<file path="src/rtl/alu_pkg.sv">
// ----------------------------------------------------------------------------
// alu_pkg
// Shared definitions for the MiniMIPS execute-stage ALU:
//   - op code encodings (3-bit, fully decoded)
//   - top-level FSM state encoding
//   - default datapath width and the iteration counter width derived from it
//   - helper to size a counter that must reach width-1
// ----------------------------------------------------------------------------
package alu_pkg;

    // Op codes presented on the op input alongside A/B.
    localparam logic [2:0] OP_AND = 3'b000;
    localparam logic [2:0] OP_OR  = 3'b001;
    localparam logic [2:0] OP_XOR = 3'b010;
    localparam logic [2:0] OP_NOR = 3'b011;
    localparam logic [2:0] OP_ADD = 3'b100;
    localparam logic [2:0] OP_SUB = 3'b101;
    localparam logic [2:0] OP_SLT = 3'b110;
    localparam logic [2:0] OP_MUL = 3'b111;

    // Sequencing states of the execute unit.
    typedef enum logic [1:0] {
        ST_IDLE = 2'b00,
        ST_MUL  = 2'b01,
        ST_DONE = 2'b10
    } alu_state_e;

    localparam int ALU_WIDTH = 32;
    localparam int CNT_W     = $clog2(ALU_WIDTH);

    // Counter width able to hold values 0..w-1; never narrower than one bit.
    function automatic int cntWidth(input int w);
        return (w > 1) ? $clog2(w) : 1;
    endfunction

endpackage

</file>
<file path="src/rtl/alu_exec_unit_mul.sv">
// ----------------------------------------------------------------------------
// alu_mul_iter
// Iterative shift-add multiplier producing the low WIDTH bits of A*B.
// One partial-product step per clock; WIDTH steps after the start edge.
//
// Ports:
//   clk        rising-edge clock
//   reset_n    asynchronous active-low reset, clears all state
//   start_i    load pulse: captures mcand/mplier, clears acc and counter
//   mcand_i    multiplicand (operand A)
//   mplier_i   multiplier (operand B)
//   done_o     high during the final iteration; product_o is valid then
//   product_o  accumulator value including the current iteration's add
// ----------------------------------------------------------------------------
module alu_mul_iter
    import alu_pkg::*;
#(
    parameter int WIDTH = ALU_WIDTH
) (
    input  logic             clk,
    input  logic             reset_n,
    input  logic             start_i,
    input  logic [WIDTH-1:0] mcand_i,
    input  logic [WIDTH-1:0] mplier_i,
    output logic             done_o,
    output logic [WIDTH-1:0] product_o
);

    localparam int CW = cntWidth(WIDTH);
    localparam logic [CW-1:0] LAST_CNT = CW'(WIDTH - 1);

    logic [WIDTH-1:0] mcand_q;
    logic [WIDTH-1:0] mplier_q;
    logic [WIDTH-1:0] acc_q;
    logic [WIDTH-1:0] acc_d;
    logic [CW-1:0]    cnt_q;
    logic             busy_q;
    logic             lastIter;

    // Next accumulator value for this step. On the last step it is also the
    // final product, so the parent can capture it on the same edge that
    // finishes the iteration instead of waiting an extra cycle.
    always_comb begin
        acc_d    = mplier_q[0] ? (acc_q + mcand_q) : acc_q;
        lastIter = busy_q && (cnt_q == LAST_CNT);
    end

    assign done_o    = lastIter;
    assign product_o = acc_d;

    // Shift-add iteration registers. A start pulse always wins so a fresh
    // operation fully reinitialises the engine; busy drops after the step
    // where the counter reaches WIDTH-1.
    always_ff @(posedge clk or negedge reset_n) begin
        if (!reset_n) begin
            mcand_q  <= '0;
            mplier_q <= '0;
            acc_q    <= '0;
            cnt_q    <= '0;
            busy_q   <= 1'b0;
        end else if (start_i) begin
            mcand_q  <= mcand_i;
            mplier_q <= mplier_i;
            acc_q    <= '0;
            cnt_q    <= '0;
            busy_q   <= 1'b1;
        end else if (busy_q) begin
            acc_q    <= acc_d;
            mcand_q  <= mcand_q << 1;
            mplier_q <= mplier_q >> 1;
            if (lastIter) begin
                cnt_q  <= '0;
                busy_q <= 1'b0;
            end else begin
                cnt_q  <= cnt_q + CW'(1);
            end
        end
    end

endmodule

</file>
<file path="src/rtl/alu_exec_unit.sv">
// ----------------------------------------------------------------------------
// alu_exec_unit
// Execute-stage ALU for the MiniMIPS datapath. Accepts op/A/B over a
// valid/ready handshake, computes AND/OR/XOR/NOR/ADD/SUB/SLT in one cycle or
// MUL iteratively over WIDTH cycles, and presents a registered result R and
// zero flag to writeback over a second valid/ready handshake.
//
// Ports:
//   clk        rising-edge clock
//   reset_n    asynchronous active-low reset
//   in_valid   op/A/B valid
//   in_ready   unit can accept (only in IDLE)
//   op         operation select (see alu_pkg op codes)
//   A, B       operands
//   out_valid  R/zero valid (DONE state)
//   out_ready  consumer accepts result
//   R          registered result
//   zero       registered (R == 0)
// ----------------------------------------------------------------------------
module alu_exec_unit
    import alu_pkg::*;
#(
    parameter int WIDTH = ALU_WIDTH
) (
    input  logic             clk,
    input  logic             reset_n,
    input  logic             in_valid,
    output logic             in_ready,
    input  logic [2:0]       op,
    input  logic [WIDTH-1:0] A,
    input  logic [WIDTH-1:0] B,
    output logic             out_valid,
    input  logic             out_ready,
    output logic [WIDTH-1:0] R,
    output logic             zero
);

    alu_state_e       state_q;
    logic [WIDTH-1:0] r_q;
    logic             zero_q;
    logic             inReady_q;
    logic             outValid_q;

    logic [WIDTH-1:0] aluResult;
    logic             mulStart;
    logic             mulDone;
    logic [WIDTH-1:0] mulProduct;

    // Single-cycle result mux. MUL never uses this path; it drives zero
    // so the mux stays fully specified.
    always_comb begin
        aluResult = '0;
        case (op)
            OP_AND:  aluResult = A & B;
            OP_OR:   aluResult = A | B;
            OP_XOR:  aluResult = A ^ B;
            OP_NOR:  aluResult = ~(A | B);
            OP_ADD:  aluResult = A + B;
            OP_SUB:  aluResult = A - B;
            OP_SLT:  aluResult = {{(WIDTH-1){1'b0}}, ($signed(A) < $signed(B))};
            default: aluResult = '0;
        endcase
    end

    // A multiply starts on the same edge the operands are accepted, so the
    // multiplier captures A/B directly from the input ports.
    assign mulStart = (state_q == ST_IDLE) && in_valid && (op == OP_MUL);

    alu_mul_iter #(
        .WIDTH(WIDTH)
    ) u_mul (
        .clk      (clk),
        .reset_n  (reset_n),
        .start_i  (mulStart),
        .mcand_i  (A),
        .mplier_i (B),
        .done_o   (mulDone),
        .product_o(mulProduct)
    );

    // Control FSM with registered handshake outputs. Ready and valid are
    // updated together with the state so they always equal (state==IDLE)
    // and (state==DONE). Leaving DONE returns to IDLE without accepting,
    // which limits throughput to one op every two cycles but keeps the
    // input and output handshakes independent.
    always_ff @(posedge clk or negedge reset_n) begin
        if (!reset_n) begin
            state_q    <= ST_IDLE;
            r_q        <= '0;
            zero_q     <= 1'b1;
            inReady_q  <= 1'b1;
            outValid_q <= 1'b0;
        end else begin
            case (state_q)
                ST_IDLE: begin
                    if (in_valid) begin
                        if (op == OP_MUL) begin
                            state_q   <= ST_MUL;
                            inReady_q <= 1'b0;
                        end else begin
                            r_q        <= aluResult;
                            zero_q     <= (aluResult == '0);
                            state_q    <= ST_DONE;
                            inReady_q  <= 1'b0;
                            outValid_q <= 1'b1;
                        end
                    end
                end
                ST_MUL: begin
                    if (mulDone) begin
                        r_q        <= mulProduct;
                        zero_q     <= (mulProduct == '0);
                        state_q    <= ST_DONE;
                        outValid_q <= 1'b1;
                    end
                end
                ST_DONE: begin
                    if (out_ready) begin
                        state_q    <= ST_IDLE;
                        inReady_q  <= 1'b1;
                        outValid_q <= 1'b0;
                    end
                end
                default: begin
                    state_q    <= ST_IDLE;
                    inReady_q  <= 1'b1;
                    outValid_q <= 1'b0;
                end
            endcase
        end
    end

    assign in_ready  = inReady_q;
    assign out_valid = outValid_q;
    assign R         = r_q;
    assign zero      = zero_q;

endmodule

</file>
<file path="config.mk">
export PLATFORM = sky130hd
export DESIGN_NAME = alu_exec_unit
export DESIGN_NICKNAME = d
export VERILOG_FILES = /design/src/rtl/alu_pkg.sv /design/src/rtl/alu_exec_unit_mul.sv /design/src/rtl/alu_exec_unit.sv
export SDC_FILE = /design/constraint.sdc
export NUM_CORES = 1
export LEC_CHECK = 0
export BUFFER_PORTS_ARGS = -buffer_cell sky130_fd_sc_hd__buf_2
export CORE_MARGIN = 1
export CORE_UTILIZATION = 50
export CTS_CLUSTER_SIZE = 14
export DETAILED_ROUTE_END_ITERATION = 6
export PLACE_DENSITY = 0.68
export SYNTH_ARGS = -nofsm -noshare
export SYNTH_HDL_FRONTEND = slang
export SYNTH_SLANG_ARGS = --single-unit
</file>
<file path="constraint.sdc">
create_clock -name clk -period 7.1 [get_ports clk]
set_input_delay 1.775 -clock clk [delete_from_list [all_inputs] [get_ports clk]]
set_output_delay 1.775 -clock clk [all_outputs]
set_load 0.02 [all_outputs]
</file>
==> summary.md, run 1 <==
| Metric | Value |
|---|---|
| Residual DRC | `0` |
| Top-level port count | `approximately 110` |
| Hold/Removal Path Class | `flop to flop` |
| Dpl hpwl | `34300 um` |
| XOR/XNOR Fraction of Synth Area | `roughly 2.6%` |
| Drt pass-1 iters | `6` |
| Vias in the first global route | `12565` |
| Required time of the critical path | `approximately 7.5 ns` |
| Synth Instances | `around 1800` |
| Synth cell types | `a little under 90` |
| Post-synthesis mux area share | `8.90%` |
| Share of the synthesized area in the top cell type | `~25%` |
| Starting density of the core | `51.4%` |
| Crit share post-route | `between 70% and 80%` |
| Async S/R FF share, synth | `100%` |
| Post-DP Area | `approximately 15000 um^2` |
| Cell area after layout | `about 15000 um^2` |
| Clk_lat worst skew | `about 0.45 ns` |
| Main combinational cell family by area after synthesis | `compound AO/OA/AOI/OAI gates` |
| Clock buffer count from CTS | `17` |
| GPL Wtd Cong | `a little under 1` |
| Kind of critical path | `primary input to flop` |
| Pin count of the biggest net entering global routing | `between 150 and 200` |
| Total grt overflow | `0` |
| Worst Tran Pin Value | `between 1 and 1.5 ns` |
| Final setup violation count | `0` |
| Most common cell in the synthesized netlist | `nand2_1` |
| Simple-gate portion of the synthesized area | `17.9%` |
| Slew HR | `27.4%` |
| Clk_skew | `0.0125 ns` |
| Antenna Nets Post-Route | `0` |
| Root buffer cell | `clkbuf_16` |
| Power Density | `355 nW/um^2` |
| Setup_tns | `0 ns` |
| CTS tree | `built` |
| Non-filler cells, final | `2203` |
| Area leader, netlist | `dfrtp_1` |
| Adder-cell share of the synthesized area | `between 10% and 20%` |
| Die Ht | `169 um` |
| Min cycle time layout | `~5.5 ns` |
| Crit-path max FO | `12` |
| Count of clock tree sinks | `roughly 140` |
| Crit end category | `flop` |
| GRT Total Usage | `32.6%` |
| Yosys reg bits | `139` |
| Net count, final | `roughly 2000` |
| Share of post-route cells with drive strength above 1 | `between 10% and 20%` |
| Post-synth net total | `1995` |
| Final Hold Fails | `0` |
| Die area | `around 29000 um^2` |
| Synth warn | `0` |
| Peak supply drop | `roughly 160 uV` |
| Crit path DAT | `5.82 ns` |
| I/O Buffers | `105` |
| First-iteration detailed-routing DRC count | `1264` |
| Placed instance count | `around 2200` |
| Average wire per standard cell | `around 21 um` |
| LEAKAGE | `between 0.007 and 0.008 uW` |
| Syn Std Cell Area | `roughly 14000 um^2` |
| Main synth FF type | `dfrtp_1` |
| Util after Layout | `a little under three fifths` |
| Number of enable flip-flop cells after synthesis | `0` |
| Hold_buf cts | `0` |
| Synthesized area per cell | `just under 8 um^2` |
| Core box area | `between 20000 and 30000 um^2` |
| Post-Route WL | `~46000 um` |
| Status | `completed` |
| Vias/cell | `about 6.2` |
| Clock-pin transition on the worst setup and hold timing paths | `roughly 0.07 ns` |
| Seq/Total Area, Yosys | `between 20 and 25%` |
| Number of instances resized during post-cts repair | `0` |
| Syn-to-layout area delta | `9.06%` |
| # rows | `60` |
| F_max | `around 0.18 GHz` |
| Number of antenna violations at the first check in global routing | `0` |
| Most common library cells after synthesis | `nand2_1, o21ai_0, a21oi_1, nor2_1, dfrtp_1` |
| Via Count | `about 14000` |
| Max Cap Violations | `0` |
| RSZ-0062 raised after global routing | `false` |
| Clock Path Buffers | `2` |
| Synth Area in Compound Gates | `roughly 27%` |
| Synth area leaders | `dfrtp_1, ha_1, mux2i_1` |
| Global-route wire length before repair | `approximately 72000 um` |
| Total power draw | `5400 uW` |
| Post-CTS setup buffers | `0` |
| Die width | `about 170 um` |
| Slew Viols, Final | `0` |
| # diodes | `0` |
| H-tree Lvls | `4` |
| Worst Setup Start Kind | `primary input` |
## worst paths after layout
path,endpoint,start,slack (ns),depth (start not counted)
max,zero,A[13],1.65,15
min,R[17],R[17],0.47,2
max reg2reg,zero,u_mul.acc_q[0],2.93,14
min reg2reg,R[17],R[17],0.47,2
max in group asynchronous,u_mul.busy_q,reset_n,4.46,2
min in group asynchronous,u_mul.mcand_q[1],reset_n,1.45,1
## state kept, by name, summed over array words and instances, names as in the netlist
| name | count |
|---|---|
| zero | 1 |
| in_ready | 1 |
| out_valid | 1 |
| u_mul.busy_q | 1 |
| u_mul.mcand_q | 32 |
| u_mul.cnt_q | 5 |
| u_mul.acc_q | 32 |
| u_mul.mplier_q | 32 |
| state_q | 2 |
| R | 32 |
## critical path, stage by stage
cell and delay [ns]:
buf_2 0.17, inv_1 0.06, ha_1 0.57, inv_1 0.17, a21oi_1 0.41, o21ai_0 0.22
a41oi_1 0.33, and3_1 0.26, a21oi_4 0.11, a2111oi_1 0.75, nor3b_1 0.19, o311ai_2 0.29
nor4_1 0.08, a41o_1 0.25, a31o_1 0.18
## cell families after synthesis
| kind of cell | after synthesis |
|---|---|
| compound gates | 595 |
| xor+xnor | 41 |
| fa+ha+maj | 135 |
| buf+inv | 220 |
| flops | 139 |
| mux | 122 |
| simple gates | 537 |
## cells in the final DEF, fill, tap and decap left out, drive strengths merged, types with 13 or more instances in the layout
master | synthesis | routed
nand2b | 17 | 17
o31ai | 15 | 15
mux2 | 17 | 17
nand2 | 204 | 204
nor3 | 31 | 31
buf | 21 | 121
a31oi | 18 | 18
inv | 109 | 118
mux2i | 105 | 105
o21ai | 171 | 171
clkbuf | 90 | 18
a21o | 39 | 39
nor2 | 143 | 143
o21bai | 20 | 20
a211oi | 44 | 44
nand4 | 13 | 13
xor2 | 13 | 13
o211ai | 18 | 18
a21oi | 154 | 154
ha | 132 | 132
xnor2 | 28 | 28
nand3 | 30 | 30
dfrtp | 137 | 137
nor4 | 15 | 15
nor2b | 16 | 16
## per-stage QoR
stage               worst slack, ns  hold WS (ns)
floorplan                      2.26         0.505
global placement               1.46         0.449
detailed placement             1.42         0.460
CTS                            1.85         0.474
global route                   1.52         0.500
finish                         1.65         0.465
## report_power, final
| group | leakage, uW | switching (uW) | internal (uW) |
|---|---|---|---|
| combinational | 0.00532 | 1780 | 1250 |
| clock | 0.000259 | 428 | 460 |
| sequential | 0.00173 | 325 | 1150 |
| total | 0.00731 | 2530 | 2860 |
## layout make-up
cell class	instances	area [um^2]
Timing Repair Buffer	121	667
Clock buffer	18	429
Sequential cell	139	3490
Fill cell	2654	12000
Clock inverter	14	123
Inverter	109	409
Tap cell	372	465
Multi-Input combinational cell	1430	9650
## per-layer routing
layer / GRT usage (%) / vias to the layer above / part of all wire, %
met3: 6.50 / 73 / 8.9
li1: - / 6502 / -
met4: 7.87 / 0 / 2.2
met1: 48.5 / 6565 / 47
met2: 47.8 / 557 / 42
met5: 0 / - / 0
Note: power is estimated with default switching activity, not from simulation.
==> run 2, diff against run 1 <==
--- a/config.mk
+++ b/config.mk
@@ -10,7 +10,7 @@
 export CORE_UTILIZATION = 50
 export CTS_CLUSTER_SIZE = 14
 export DETAILED_ROUTE_END_ITERATION = 6
-export PLACE_DENSITY = 0.68
+export PLACE_DENSITY = 0.71
 export SYNTH_ARGS = -nofsm -noshare
 export SYNTH_HDL_FRONTEND = slang
 export SYNTH_SLANG_ARGS = --single-unit
==> constraint.sdc (replaced) <==
create_clock -name clk -period 4.4 [get_ports clk]
set_input_delay 1.1 -clock clk [delete_from_list [all_inputs] [get_ports clk]]
set_output_delay 1.1 -clock clk [all_outputs]
set_load 0.02 [all_outputs]
==> summary.md, run 2 (synthesis gave the netlist of run 1 again) <==
| Metric | Value |
|---|---|
| # rows | `60 (unchanged)` |
| Root buffer cell | `clkbuf_16 (unchanged)` |
| Filler cells | `2519 (was 2654)` |
| Antenna Nets Post-Route | `0 (unchanged)` |
| Power Density | `537 nW/um^2 (was 355 nW/um^2)` |
| First-iteration detailed-routing DRC count | `1359 (was 1264)` |
| Switch Pwr | `4270 uW (was 2530 uW)` |
| Clk_lat worst skew | `0.45 ns (about the same)` |
| Most frequent cells in the layout | `buf_4, nand2_1, o21ai_0 (was nand2_1, o21ai_0, a21oi_1)` |
| Residual DRC | `0 (unchanged)` |
| Clock-pin transition on the worst setup and hold timing paths | `0.07 ns (about the same)` |
| Crit path capture | `zero (unchanged)` |
| Critical Path Start | `A[0] (was A[13])` |
| Worst r2r path cells | `14 (unchanged)` |
| Top-level port count | `106 (unchanged)` |
| Count of clock tree sinks | `139 (unchanged)` |
| GPL Wtd Cong | `1.02 (was 0.980)` |
| Core box area | `27200 um^2 (unchanged)` |
| Clock Power Share | `15.8% (was 16.5%)` |
| Part of the power in registers | `25.6% (was 27.3%)` |
| Number of antenna violations at the first check in global routing | `1 (was 0)` |
| Hold/Removal Path Class | `flop to flop (unchanged)` |
| Post-CTS setup buffers | `0 (unchanged)` |
| Slew HR | `25.0% (was 27.4%)` |
| Crit share post-route | `between 90% and 100%` |
| GRT Total Usage | `36.0% (was 32.6%)` |
| Dpl hpwl | `40100 um (was 34300 um)` |
| Crit path DAT | `4.62 ns (was 5.82 ns)` |
| Starting density of the core | `51.4% (unchanged)` |
| RSZ-0062 raised after global routing | `false (unchanged)` |
| LEAKAGE | `0.00844 uW (was 0.00731 uW)` |
| Max Cap Violations | `0 (unchanged)` |
| Peak supply drop | `350 uV (was 158 uV)` |
| Sw Share | `46.7% (was 47.0%)` |
| H-tree Lvls | `4 (unchanged)` |
| Final Hold Fails | `0 (unchanged)` |
| Die Ht | `169 um (unchanged)` |
| Worst Setup Start Kind | `primary input (unchanged)` |
| Average wire per standard cell | `21.1 um (was 20.9 um)` |
| Status | `completed (unchanged)` |
| # diodes | `0 (unchanged)` |
| Clock buffer count from CTS | `17 (unchanged)` |
| Vias/cell | `6.04 (was 6.22)` |
| Wl on met1 | `23200 um (was 21600 um)` |
| I/O Buffers | `105 (unchanged)` |
| Syn-to-layout area delta | `21.9% (was 9.06%)` |
| Crit end category | `flop (unchanged)` |
| Share of post-route cells with drive strength above 1 | `21.3% (was 11.1%)` |
| Pin count of the biggest net entering global routing | `116 (was 161)` |
| Clock Path Buffers | `2 (unchanged)` |
| Kind of critical path | `primary input to flop (unchanged)` |
| Commonest non-fill, non-tap cell in the layout | `buf_4 (was nand2_1)` |
| Via Count | `14667 (was 13697)` |
| Routed length on met3 | `4090 um (was 4070 um)` |
| Clk_skew | `0.0147 ns (was 0.0125 ns)` |
| Required time of the critical path | `4.78 ns (was 7.47 ns)` |
| Die width | `169 um (unchanged)` |
| CTS tree | `built (unchanged)` |
| Post-Route WL | `51200 um (was 46000 um)` |
| Die area | `28600 um^2 (unchanged)` |
| F_max | `0.236 GHz` |
| Worst R2R Setup Slack | `0.21 ns (was 2.93 ns)` |
| Total grt overflow | `0 (unchanged)` |
| Setup_tns | `0 ns (unchanged)` |
| Met2 WL | `22500 um (was 19300 um)` |
| Final setup violation count | `0 (unchanged)` |
| Total power draw | `9130 uW (was 5400 uW)` |
| Global-route wire length before repair | `78800 um (was 72000 um)` |
| Drt pass-1 iters | `7 (was 6)` |
| Hold_buf cts | `0 (unchanged)` |
| Slew Viols, Final | `0 (unchanged)` |
| Net count, final | `2251 (was 2024)` |
| Crit-path max FO | `3 (was 12)` |
| RR Endpoint | `zero (unchanged)` |
| Combinational power share | `58.5% (was 56.2%)` |
| Int Power | `4870 uW (was 2860 uW)` |
| Top routing layer in use | `met4 (unchanged)` |
| Worst Tran Pin Value | `1.13 ns (was 1.09 ns)` |
| Min cycle time layout | `4.24 ns` |
| Vias in the first global route | `14053 (was 12565)` |
| R2r startpoint | `u_mul.acc_q[0] (unchanged)` |
-- run 2: cell count changes in the layout (fill, tap and decap cells not counted), moves of 2 or more --
cell      previous run  this run
buf_4               16       239
buf_12               1         5
o21ai_0            170       167
o21ai_1              1         4
a21boi_1             2         0
a21boi_2             0         2
-- run 2: through the flow --
stage          setup slack, ns  area, um^2  util (%)  cells  hold WS, ns
2_1_floorplan            0.238       14000         -   1789        0.505
3_3_place_gp            -0.178       16400      60.5   2398        0.452
3_5_place_dp            -0.259       16400      60.5   2398        0.454
4_1_cts                  0.178       17000      62.5   2430        0.469
5_1_grt                0.00687       17000      62.6   2430        0.476
6_report                 0.163       17000      62.6   2430        0.464
-- run 2: how the worst min path moves through the flow --
stage	start	endpoint	slack, ns	depth (start not counted)
floorplan	u_mul.cnt_q[1]	u_mul.cnt_q[1]	0.50	2
global placement	R[17]	R[17]	0.45	2
detailed placement	R[17]	R[17]	0.45	2
CTS	R[17]	R[17]	0.47	2
global route	R[17]	R[17]	0.48	2
finish	R[17]	R[17]	0.46	2
-- run 2: power by group through the flow --
stage	Clock, uW	Sequential (uW)	Combinational, uW
floorplan	0	2330	3630
global placement	0	2320	5120
detailed placement	0	2340	5230
CTS	1460	2330	5270
global route	1520	2400	5850
finish	1450	2340	5350
-- run 2: cell type report --
class | count | area, um^2 | share of cell area [%]
Clock buffer | 17 | 425 | 2.50
Clock inverter | 15 | 130 | 0.765
Inverter | 109 | 409 | 2.40
Multi-Input combinational cell | 1430 | 9680 | 56.9
Sequential cell | 139 | 3490 | 20.5
Tap cell | 372 | 465 | 2.73
Timing Repair Buffer | 348 | 2420 | 14.2
-- run 2: timing repair --
item | 4_1_cts | 5_1_grt
setup endpoints to repair | 0 | 1
endpoints found under the hold margin | 0 | 0
resized for setup | 0 | 11
-- run 2: worst max-delay path: stages --
cell,delay (ns)
buf_2,0.11
inv_1,0.05
ha_1,0.22
inv_1,0.07
fa_1,0.22
nand2b_4,0.07
a2111o_1,0.46
and3_4,0.19
o31ai_4,0.32
o21ai_0,0.13
a311oi_1,0.29
o22ai_1,0.14
or3_1,0.37
a211o_1,0.32
nor4_2,0.25
a41o_1,0.21
a31o_1,0.10
-- run 2: layer usage --
layer,up-vias,global-route usage (%)
met5,-,0
met4,0,11.9
met3,98,6.87
met2,576,56.0
met1,7031,50.1
li1,6962,-
==> run 3, diff against run 2 <==
--- a/config.mk
+++ b/config.mk
@@ -7,10 +7,11 @@
 export LEC_CHECK = 0
 export BUFFER_PORTS_ARGS = -buffer_cell sky130_fd_sc_hd__buf_2
 export CORE_MARGIN = 1
-export CORE_UTILIZATION = 50
+export CORE_UTILIZATION = 57
 export CTS_CLUSTER_SIZE = 14
 export DETAILED_ROUTE_END_ITERATION = 6
-export PLACE_DENSITY = 0.71
+export PLACE_DENSITY = 0.79
 export SYNTH_ARGS = -nofsm -noshare
 export SYNTH_HDL_FRONTEND = slang
 export SYNTH_SLANG_ARGS = --single-unit
+export TNS_END_PERCENT = 50
==> summary.md, run 3 (synthesis gave the netlist of run 1 again) <==
| Metric | Value |
|---|---|
| Status | `completed (unchanged)` |
| Switch Pwr | `4250 uW (was 4270 uW)` |
| Crit-path max FO | `8 (was 3)` |
| CP max-delay cell | `a2111o_1 (unchanged)` |
| CP Cell Sequence | `buf_2 -> inv_1 -> ha_1 -> buf_4 -> nand2b_4 -> a2111o_1 -> and3_4 -> o31ai_4 -> o21ai_0 -> a311oi_1 -> o22ai_1 -> or3_1 -> a211o_1 -> nor4_2 -> a41o_1 -> a31o_1 (was buf_2 -> inv_1 -> ha_1 -> inv_1 -> fa_1 -> nand2b_4 -> a2111o_1 -> and3_4 -> o31ai_4 -> o21ai_0 -> a311oi_1 -> o22ai_1 -> or3_1 -> a211o_1 -> nor4_2 -> a41o_1 -> a31o_1)` |
| Via Count | `14735 (was 14667)` |
| Global-route wire length before repair | `75400 um (was 78800 um)` |
| RSZ-0062 raised after global routing | `false (unchanged)` |
| Count of clock tree sinks | `139 (unchanged)` |
| Die area | `25100 um^2 (was 28600 um^2)` |
| Slowest Stage Delay on Critical Path | `0.46 ns (about the same)` |
| Peak supply drop | `425 uV (was 350 uV)` |
| Starting density of the core | `58.8% (was 51.4%)` |
| Min cycle time layout | `4.26 ns (was 4.24 ns)` |
| GRT Total Usage | `39.6% (was 36.0%)` |
| Crit end category | `flop (unchanged)` |
| Vias in the first global route | `13909 (was 14053)` |
| GPL Wtd Cong | `1.05 (was 1.02)` |
| Die Ht | `159 um (was 169 um)` |
| Pin count of the biggest net entering global routing | `167 (was 116)` |
| Antenna Nets Post-Route | `0 (unchanged)` |
| Placed instance count | `2315 (was 2398)` |
| Crit path DAT | `4.64 ns (was 4.62 ns)` |
| Clock Power Share | `16.3% (was 15.8%)` |
| Final Hold Fails | `0 (unchanged)` |
| Total grt overflow | `0 (unchanged)` |
| Hold_buf cts | `0 (unchanged)` |
| Util after Layout | `70.5% (was 62.6%)` |
| Core box area | `23800 um^2 (was 27200 um^2)` |
| Filler cells | `1954 (was 2519)` |
| Worst Hold Slack | `0.470 ns (was 0.464 ns)` |
| # rows | `56 (was 60)` |
| Die width | `159 um (was 169 um)` |
| Syn-to-layout area delta | `20.0% (was 21.9%)` |
| Clk_lat worst skew | `0.44 ns (was 0.45 ns)` |
| Average wire per standard cell | `20.8 um (was 21.1 um)` |
| Kind of critical path | `primary input to flop (unchanged)` |
| R2r startpoint | `u_mul.acc_q[0] (unchanged)` |
| Stages on the worst setup path | `16 (was 17)` |
| Crit share post-route | `96.9% (was 96.3%)` |
| Share of post-route cells with drive strength above 1 | `20.2% (was 21.3%)` |
| Final setup violation count | `0 (unchanged)` |
| Int Power | `4890 uW (was 4870 uW)` |
| RR Endpoint | `zero (unchanged)` |
| Dpl hpwl | `37600 um (was 40100 um)` |
| Buf/Inv on CP | `3 (unchanged)` |
| Net count, final | `2221 (was 2251)` |
| Vias/cell | `6.28 (was 6.04)` |
| Required time of the critical path | `4.78 ns (about the same)` |
| Commonest non-fill, non-tap cell in the layout | `buf_4 (unchanged)` |
| Most frequent cells in the layout | `buf_4, nand2_1, o21ai_0 (unchanged)` |
| Slew Viols, Final | `0 (unchanged)` |
| Sw Share | `46.5% (was 46.7%)` |
| Clk_skew | `0.0116 ns (was 0.0147 ns)` |
| Setup ws final | `0.137 ns (was 0.163 ns)` |
| Crit path max-delay family | `compound AO/OA/AOI/OAI gates (unchanged)` |
| Power Density | `546 nW/um^2 (was 537 nW/um^2)` |
| Non-filler cells, final | `2347 (was 2430)` |
| CTS tree | `built (unchanged)` |
| Worst R2R Setup Slack | `0.24 ns (was 0.21 ns)` |
| LEAKAGE | `0.00830 uW (was 0.00844 uW)` |
| Slew HR | `46.2% (was 25.0%)` |
| Crit path capture | `zero (unchanged)` |
| Root buffer cell | `clkbuf_16 (unchanged)` |
| F_max | `0.235 GHz (was 0.236 GHz)` |
| First-iteration detailed-routing DRC count | `1544 (was 1359)` |
| Critical Path Start | `A[2] (was A[0])` |
| Combinational power share | `58.5% (about the same)` |
| Top-level port count | `106 (unchanged)` |
| # diodes | `0 (unchanged)` |
| Clock-pin transition on the worst setup and hold timing paths | `0.07 ns (about the same)` |
| I/O Buffers | `105 (unchanged)` |
| Post-Route WL | `48700 um (was 51200 um)` |
| H-tree Lvls | `4 (unchanged)` |
| Part of the power in registers | `25.2% (was 25.6%)` |
| Place WS | `-0.386 ns (was -0.259 ns)` |
| Max Cap Violations | `0 (unchanged)` |
| Hold/Removal Path Class | `flop to flop (unchanged)` |
| Clock buffer count from CTS | `17 (unchanged)` |
| Residual DRC | `0 (unchanged)` |
| Worst Tran Pin Value | `0.807 ns (was 1.13 ns)` |
| Drt pass-1 iters | `6 (was 7)` |
| Worst r2r path cells | `14 (unchanged)` |
| Clock Path Buffers | `2 (unchanged)` |
| Worst Setup Start Kind | `primary input (unchanged)` |
| Number of antenna violations at the first check in global routing | `0 (was 1)` |
[run 3: worst reg2reg max path: cells and delay by family (launching register included)]
kind / cells / cell delay [ns]
compound gates: 6 / 1.62
flops: 1 / 0.41
fa+ha+maj: 2 / 0.68
simple gates: 6 / 1.38
[run 3: how the worst min path moves through the flow]
stage,slack [ns],end,start,cells past startpoint
floorplan,0.50,u_mul.cnt_q[1],u_mul.cnt_q[1],2
global placement,0.45,R[17],R[17],2
detailed placement,0.46,R[17],R[17],2
CTS,0.47,R[17],R[17],2
global route,0.50,R[21],R[21],2
finish,0.47,R[17],R[17],2
[run 3: cell type report]
class / instances / area, um^2 / share of cell area (%)
multi-input cells: 1430 / 9700 / 57.9
flip-flops and latches: 139 / 3490 / 20.8
repair buffers: 318 / 2170 / 13.0
clock buffers: 18 / 439 / 2.62
inverters: 109 / 409 / 2.44
well taps: 319 / 399 / 2.38
clock inverters: 14 / 149 / 0.889
[run 3: metal layers]
metal	wire [um]	global-route usage, %
met3	4720	9.36
met4	1620	14.5
met2	21000	60.7
met1	21400	53.9
met5	0	0
[run 3: timing repair]
action	CTS	global route
endpoints found under the setup margin	0	4
gates resized for setup	0	15
buffers inserted	0	0
[run 3: per-stage QoR]
stage	area, um^2	TNS [ns]	total power [uW]
floorplan	14000	0	5960
detailed placement	16100	-1.76	7460
global placement	16100	-1.12	7280
finish	16800	0	9140
CTS	16700	0	9020
global route	16800	0	9760
[run 3: power groups by stage]
stage / Combinational, uW / Clock [uW] / Sequential (uW)
CTS: 5220 / 1500 / 2300
global placement: 4990 / 0 / 2280
detailed placement: 5160 / 0 / 2310
finish: 5350 / 1490 / 2310
global route: 5840 / 1550 / 2370
floorplan: 3630 / 0 / 2330
